--- config.mk ---
export PLATFORM = sky130hd
export DESIGN_NAME = alu_stage_pipe
export DESIGN_NICKNAME = d
export VERILOG_FILES = /design/src/rtl/alu_stage_pipe.sv
export SDC_FILE = /design/constraint.sdc
export NUM_CORES = 1
export LEC_CHECK = 0
export CORE_AREA = 2 2 89 91
export DETAILED_ROUTE_END_ITERATION = 8
export DIE_AREA = 0 0 91 93
export PLACE_DENSITY_LB_ADDON = 0.3
export SLEW_MARGIN = 20
export SYNTH_ARGS = -nofsm -noshare
export SYNTH_HDL_FRONTEND = slang
export SYNTH_SLANG_ARGS = --single-unit
--- constraint.sdc ---
create_clock -name stg_clk -period 1.85 [get_ports stg_clk]
set_input_delay 0.37 -clock stg_clk [delete_from_list [all_inputs] [get_ports stg_clk]]
set_output_delay 0.37 -clock stg_clk [all_outputs]
set_load 0.02 [all_outputs]
--- src/rtl/alu_stage_pipe.sv ---
// ALU->writeback stage register: valid/ready handshake, flush, hold, forwarding tap, stall counter.
// Define ALU_STAGE_SKID_EN for the 2-entry skid buffer with a registered in_ready.
module alu_stage_pipe #(
    parameter int unsigned DATA_W = 32,
    parameter int unsigned RD_W   = 5,
    parameter int unsigned CNT_W  = 16
) (
    input  logic              stg_clk,
    input  logic              reset,
    input  logic              stg_ena,
    input  logic              stg_x,
    input  logic              in_valid,
    output logic              in_ready,
    input  logic [RD_W-1:0]   in_rd,
    input  logic [DATA_W-1:0] in_c,
    input  logic              in_save_to_reg,
    output logic              out_valid,
    input  logic              out_ready,
    output logic [RD_W-1:0]   out_rd,
    output logic [DATA_W-1:0] out_c,
    output logic              out_save_to_reg,
    input  logic [RD_W-1:0]   fwd_rs,
    output logic              fwd_hit,
    output logic [DATA_W-1:0] fwd_data,
    output logic [CNT_W-1:0]  stall_cnt
);

    typedef struct packed {
        logic [RD_W-1:0]   rd;
        logic [DATA_W-1:0] c;
        logic              save;
    } entry_t;

`ifdef ALU_STAGE_SKID_EN
    typedef enum logic [1:0] {EMPTY = 2'd0, ONE = 2'd1, FULL = 2'd2} state_t;
`else
    typedef enum logic {EMPTY = 1'b0, ONE = 1'b1} state_t;
`endif

    localparam logic [CNT_W-1:0] CNT_ONE = 1;

    state_t           state_q, state_d;
    entry_t           main_q, main_d;
    entry_t           in_ent;
    logic [CNT_W-1:0] stall_cnt_q;
    logic             accept, pop;

`ifdef ALU_STAGE_SKID_EN
    entry_t           skid_q, skid_d;
    logic             in_ready_q, in_ready_d;

    assign in_ready = in_ready_q;
`else
    assign in_ready = stg_ena & (~out_valid | out_ready);
`endif

    // Write-enable to x0 is dropped at capture so the head never requests it.
    always_comb begin
        in_ent.rd   = in_rd;
        in_ent.c    = in_c;
        in_ent.save = in_save_to_reg & (in_rd != '0);
    end

    assign out_valid       = (state_q != EMPTY);
    assign out_rd          = main_q.rd;
    assign out_c           = main_q.c;
    assign out_save_to_reg = main_q.save;
    assign fwd_data        = main_q.c;
    assign fwd_hit         = out_valid & main_q.save & (fwd_rs != '0) & (fwd_rs == main_q.rd);
    assign stall_cnt       = stall_cnt_q;

    assign accept = in_valid & in_ready & stg_ena;
    assign pop    = out_valid & out_ready & stg_ena;

    always_comb begin
        state_d = state_q;
        main_d  = main_q;
`ifdef ALU_STAGE_SKID_EN
        skid_d     = skid_q;
        in_ready_d = in_ready_q;
`endif
        if (stg_x) begin
            state_d = EMPTY;
            main_d  = '0;
`ifdef ALU_STAGE_SKID_EN
            skid_d     = '0;
            in_ready_d = 1'b1;
`endif
        end else begin
            case (state_q)
                EMPTY: begin
                    if (accept) begin
                        state_d = ONE;
                        main_d  = in_ent;
                    end
                end
                ONE: begin
                    if (accept && pop) begin
                        main_d = in_ent;
`ifdef ALU_STAGE_SKID_EN
                    end else if (accept) begin
                        state_d = FULL;
                        skid_d  = in_ent;
`endif
                    end else if (pop) begin
                        state_d = EMPTY;
                    end
                end
`ifdef ALU_STAGE_SKID_EN
                FULL: begin
                    if (pop) begin
                        state_d = ONE;
                        main_d  = skid_q;
                        skid_d  = '0;
                    end
                end
`endif
                default: state_d = EMPTY;
            endcase
`ifdef ALU_STAGE_SKID_EN
            // Registered ready: low only while both entries are occupied.
            in_ready_d = (state_d != FULL);
`endif
        end
    end

    always_ff @(posedge stg_clk) begin
        if (!reset) begin
            state_q <= EMPTY;
            main_q  <= '0;
`ifdef ALU_STAGE_SKID_EN
            skid_q     <= '0;
            in_ready_q <= 1'b1;
`endif
        end else begin
            state_q <= state_d;
            main_q  <= main_d;
`ifdef ALU_STAGE_SKID_EN
            skid_q     <= skid_d;
            in_ready_q <= in_ready_d;
`endif
        end
    end

    always_ff @(posedge stg_clk) begin
        if (!reset) begin
            stall_cnt_q <= '0;
        end else if (out_valid && !out_ready && (stall_cnt_q != '1)) begin
            stall_cnt_q <= stall_cnt_q + CNT_ONE;
        end
    end

endmodule

### After elaboration in Yosys (flattened, before gate mapping)

Cells that the tools add are included.

* register bits: 55
* output and inout port bits: 89
* word-level logic and storage cells: 37
* input bits: 49

* equal/unequal tests: 4
* bitwise operators: 12
* reductions and logical operators: 8
* add/sub/neg operators: 1
* multiplexer cells: 7

Operator list (number)
* two-way mux 38 bit: 2
* case mux 38 bit (2 select lines): 1
* adder 16 x 1 -> 16 bit (second input constant): 1
* != test 16 bit (second input constant): 1
* nonzero test 5 bit: 2
* AND 1 bit: 9
* == test 5 bit: 1
* logical AND 1 bit: 3
* two-way mux 1 bit: 3
* != test 2 x 1 -> 1 bit (second input constant): 1
* != test 2 bit (second input constant): 1
* inverter 1 bit: 2
* case mux 1 bit (2 select lines): 1
* AND reduction 2 bit: 1
* OR reduction 2 bit: 1
* logical NOT 1 bit: 1
* OR 1 bit: 1

### Longest topological paths before layout

* depth after elaboration: 8
* gate-level depth with buffers: 6
* gate-level depth less buffers: 5

### Worst setup path after synthesis

Ideal clock, no wire load.

* path kind: flip-flop to output port
* start point: register main_q (netlist bit out_rd[1])
* end point: output fwd_hit
* buffers on the path: 0
* stages on the path, launching flop included: 4
* arrival: 1277 ps
* slack: 203 ps
* data required time: 1480 ps
* cells stage by stage: dfxtp_1 xnor2_1 o2111ai_1 nor3b_1

* longest elaborated chain between the ends: 2

Ends and longest elaborated chain
* from (decl): line 43 `entry_t main_q, main_d;`
* from (signal assigned): line 137 `main_q <= main_d;`
* == test 5 bit: line 69 `assign fwd_hit = out_valid & main_q.save & (fwd_rs != '0) & (fwd_rs == main_q.rd);`
* AND 1 bit: line 69
* to (decl): line 23 `output logic fwd_hit,`

No other way between the ends.

### Worst setup path in the final report

* start point: register main_q (netlist bit out_rd[1])
* end point: output out_rd[1]

RTL lines
* to (decl): line 19 `output logic [RD_W-1:0] out_rd,`

No word-level cell between the ends.

==> results <==
[layout make-up]
cell class              instances  area share
clock buffers                   5      0.0168
clock inverters                 3      0.0107
inverters                       3     0.00275
multi-input cells             212       0.281
flip-flops and latches         55       0.269
well taps                     102      0.0312
repair buffers                158       0.388
[power breakdown]
part           switching [uW]  internal [uW]  total, uW
Sequential               15.1           1200       1220
Combinational             158            198        355
Clock                     400            404        804
[timing repair]
action                                  4_1_cts  5_1_grt
gates resized for setup                       7       10
endpoints found under the setup margin        2        4
pin swaps                                     1        1
[Yosys cell counts (2+ instances only)]
| master | instances | share of area |
|---|---|---|
| sky130_fd_sc_hd__a21oi_1 | 45 | 0.089 |
| sky130_fd_sc_hd__dfxtp_1 | 55 | 0.43 |
| sky130_fd_sc_hd__o2111ai_1 | 2 | 0.0069 |
| sky130_fd_sc_hd__or4_1 | 2 | 0.0059 |
| sky130_fd_sc_hd__nand3_1 | 6 | 0.012 |
| sky130_fd_sc_hd__xor2_1 | 2 | 0.0069 |
| sky130_fd_sc_hd__and3_1 | 2 | 0.0049 |
| sky130_fd_sc_hd__o41ai_1 | 2 | 0.0069 |
| sky130_fd_sc_hd__and2_1 | 2 | 0.0049 |
| sky130_fd_sc_hd__nor3_1 | 2 | 0.0039 |
| sky130_fd_sc_hd__nor2_1 | 6 | 0.0089 |
| sky130_fd_sc_hd__o21ai_0 | 4 | 0.0079 |
| sky130_fd_sc_hd__buf_2 | 4 | 0.0079 |
| sky130_fd_sc_hd__and3b_1 | 2 | 0.0069 |
| sky130_fd_sc_hd__o211ai_1 | 2 | 0.0059 |
| sky130_fd_sc_hd__nand2_1 | 92 | 0.14 |
| sky130_fd_sc_hd__nand2b_1 | 7 | 0.017 |
| sky130_fd_sc_hd__buf_4 | 32 | 0.095 |
| sky130_fd_sc_hd__nand4_1 | 3 | 0.0074 |
| sky130_fd_sc_hd__xnor2_1 | 4 | 0.014 |
| sky130_fd_sc_hd__mux2i_1 | 6 | 0.024 |
| sky130_fd_sc_hd__nor4_1 | 5 | 0.012 |
| sky130_fd_sc_hd__and4_1 | 2 | 0.0069 |
| sky130_fd_sc_hd__inv_1 | 2 | 0.0030 |
| sky130_fd_sc_hd__clkbuf_1 | 8 | 0.012 |
[how the worst max path moves through the flow]
| stage | startpoint | endpoint | slack, ns | cells past startpoint |
|---|---|---|---|---|
| finish | out_rd[1]$_SDFFE_PP0P_ | out_rd[1] | 0.06 | 2 |
| detailed placement | fwd_rs[1] | fwd_hit | -0.52 | 5 |
| global route | out_rd[2]$_SDFFE_PP0P_ | out_rd[2] | 0.001 | 2 |
| global placement | fwd_rs[1] | fwd_hit | -0.45 | 5 |
| floorplan | out_rd[1]$_SDFFE_PP0P_ | fwd_hit | 0.20 | 3 |
| CTS | fwd_rs[0] | fwd_hit | -0.04 | 5 |
[worst max-delay path, cell delays in order, from the launching register on]
cell and delay (ns):
sky130_fd_sc_hd__dfxtp_1 0.38, sky130_fd_sc_hd__buf_4 0.13, sky130_fd_sc_hd__clkdlybuf4s50_1 0.61
[through the flow]
step | cell area (um2) | setup TNS (ns) | power, uW
2_1_floorplan | 2530 | 0 | 1390
3_3_place_gp | 3960 | -3.30 | 1600
3_5_place_dp | 3960 | -4.29 | 1610
4_1_cts | 4060 | -0.0364 | 2410
5_1_grt | 4090 | 0 | 2490
6_report | 4090 | 0 | 2380
[cells in the final DEF, fill, tap and decap left out, types with 3 or more instances in the layout]
master and n:
sky130_fd_sc_hd__buf_4 18, sky130_fd_sc_hd__dfxtp_1 55, sky130_fd_sc_hd__nor4_1 4, sky130_fd_sc_hd__buf_12 4
sky130_fd_sc_hd__nand2_1 92, sky130_fd_sc_hd__mux2i_1 6, sky130_fd_sc_hd__clkbuf_8 5, sky130_fd_sc_hd__nand4_1 3
sky130_fd_sc_hd__xnor2_1 4, sky130_fd_sc_hd__nand3_1 6, sky130_fd_sc_hd__o21ai_0 3, sky130_fd_sc_hd__dlymetal6s2s_1 5
sky130_fd_sc_hd__nand2b_1 7, sky130_fd_sc_hd__clkdlybuf4s50_1 129, sky130_fd_sc_hd__a21oi_1 45, sky130_fd_sc_hd__nor2_1 5
[kinds of logic (layout without fill, tap and decap cells)]
family          after synthesis  in the layout
xor+xnor                      6              6
buf+inv                      48            169
compound gates               59             59
flops                        55             55
fa+ha+maj                     1              1
simple gates                140            140
mux                           6              6
[routing by layer]
layer  vias up  track usage  wire length [um]
met3         7       0.0475               450
met5         -            0                 0
met4         0       0.0417                61
met1      1185        0.188              2910
met2        81        0.286              3510
li1       1271            -                 -
==> parameters.txt <==
Parameter                              Value

Status
  Status ... finished, final reports clean

Synth
  Area fraction in and, or, nand and nor cells after synthesis ... 0.264
  Fraction of synthesized cell area in xor and xnor cells ... 0.0207
  Proportion of synthesized flip-flops having asynchronous set or reset ... 0
  Adder-Cell Fraction of Synth Area ... 0.00494
  Netlist Area Pre-Place ... 0.00253 mm2
  Mapped Nets ... 365
  Main combinational cell family by area after synthesis ... simple AND/OR/NAND/NOR gates
  Cells after synthesis ... 315
  Compound-Gate Fraction of Synth Area ... 0.132
  Flip-flop and latch count after synthesis ... 55
  Sequential fraction of the synthesis area ... 0.434
  Top_reg_cell synth ... sky130_fd_sc_hd__dfxtp_1
  Post-synth cell types ... 41
  Number of enable flip-flop cells after synthesis ... 0
  Proportion of synthesized area in mux cells ... 0.0237
  Total number of yosys warnings ... 0
  Synthesized area per cell ... 8.05 um2

Finish
  Area taken by multi-input logic gates ... 0.00115 mm2
  Total area of sequential cells ... 0.00110 mm2
  Post-route non-filler standard cell count ... 538
  ANT cells ... 0
  Max FFs per register ... 32
  Number of fill cells ... 724
  Ratio of cells with drive above 1 in the final layout ... 0.0872
  Post-Route Utilization ... 0.543
  Area grow syn2layout ... 61.3%
  Final net count ... 485

Clock network
  Buffer type at the clock tree root ... sky130_fd_sc_hd__clkbuf_8
  # Post-CTS Setup Buffers ... 0
  Hold Buf Count CTS ... 0
  Number of buffers between clock root and the deepest sink ... 2
  Total CTS buffers ... 5
  Clock insertion delay at the later pin of the skew report ... 0.30 ns
  CTS tree ... built
  Number of H-tree levels ... 2
  Clock-pin slew reported for the worst setup and hold paths after clock tree synthesis ... 0.10 ns
  Sink Count ... 55

Worst setup path
  Worst reg2reg path startpoint ... stall_cnt[12]$_SDFFE_PN0P_
  Highest net fanout along the worst path ... 2
  CP Data Arrival Time ... 1.42 ns
  Startpoint kind of the worst setup timing path ... register
  Cell depth of the worst flop-to-flop path ... 4
  CP Class ... reg2out
  Slack of the worst reg-to-reg path ... 0.27 ns
  Required time at the endpoint of the critical path ... 1.48 ns
  Endpoint type of the worst setup path ... primary output
  Capturing point of the worst reg2reg path ... stall_cnt[0]$_SDFFE_PN0P_

Die
  DIE AREA ... 0.00846 mm2
  Effective utilization at floorplan ... 0.337
  Die height ... 93 um
  Floorplan Core Area ... 0.00753 mm2
  Placement Rows ... 32
  Ports ... 138
  Die X-Extent ... 91 um

Detailed routing
  Average via count per standard cell ... 4.73
  Routed WL per cell ... 12.9 um
  First-pass detailed-route iteration total ... 4
  DRC violation count after routing ... 0
  Antenna Nets Post-Route ... 0
  Number of design-rule violations left by the first detailed-router iteration ... 36
  DR vias ... 2544
  Wire length reported by the detailed router ... 6.93 mm

Place
  Setup WS pre-CTS ... -0.519 ns
  Placer's final routability congestion estimate ... 0.834
  Post-DP HPWL ... 5.19 mm
  Number of buffer cells added on primary ports ... 137
  Count of placed standard cells including taps ... 530

STA
  Achievable frequency ... 0.558 GHz
  Setup slack of the critical path after layout ... 0.0576 ns
  Final number of max-transition violations ... 0
  Final min period ... 1.79 ns
  Final hold slack ... 0.472 ns
  RSZ-0062 raised after global routing ... false
  Worst slew margin relative to its limit ... 0.752
  Layout Skew ... 0.00984 ns
  Share of the cycle needed by the critical path after routing ... 0.969
  Transition time at the pin with the least slew margin ... 0.368 ns
  Hold violation count in the final report ... 0
  Final Setup Violations ... 0

Power
  Total power per unit cell area ... 582 mW/mm2
  VDD IR max ... 239 uV
  Static leakage ... 0.00149 uW

GRT
  Aggregate global routing overflow ... 0
  Wire length of the first global-routing pass ... 11.3 mm
  Initial antenna violation count ... 0
  Total track usage ... 0.160
  Pin count of the biggest net entering global routing ... 40
  Vias in the first global route ... 2455

Worst hold path
  Hold path startpoint ... fwd_data[19]$_SDFFE_PP0P_
  Worst Hold Depth ... 2
  Hold crit path type ... reg2reg
  End point of the most critical hold path ... fwd_data[19]$_SDFFE_PP0P_

Run
  Total of max-cap violations ... 0
(Power assumes the default switching activity.)
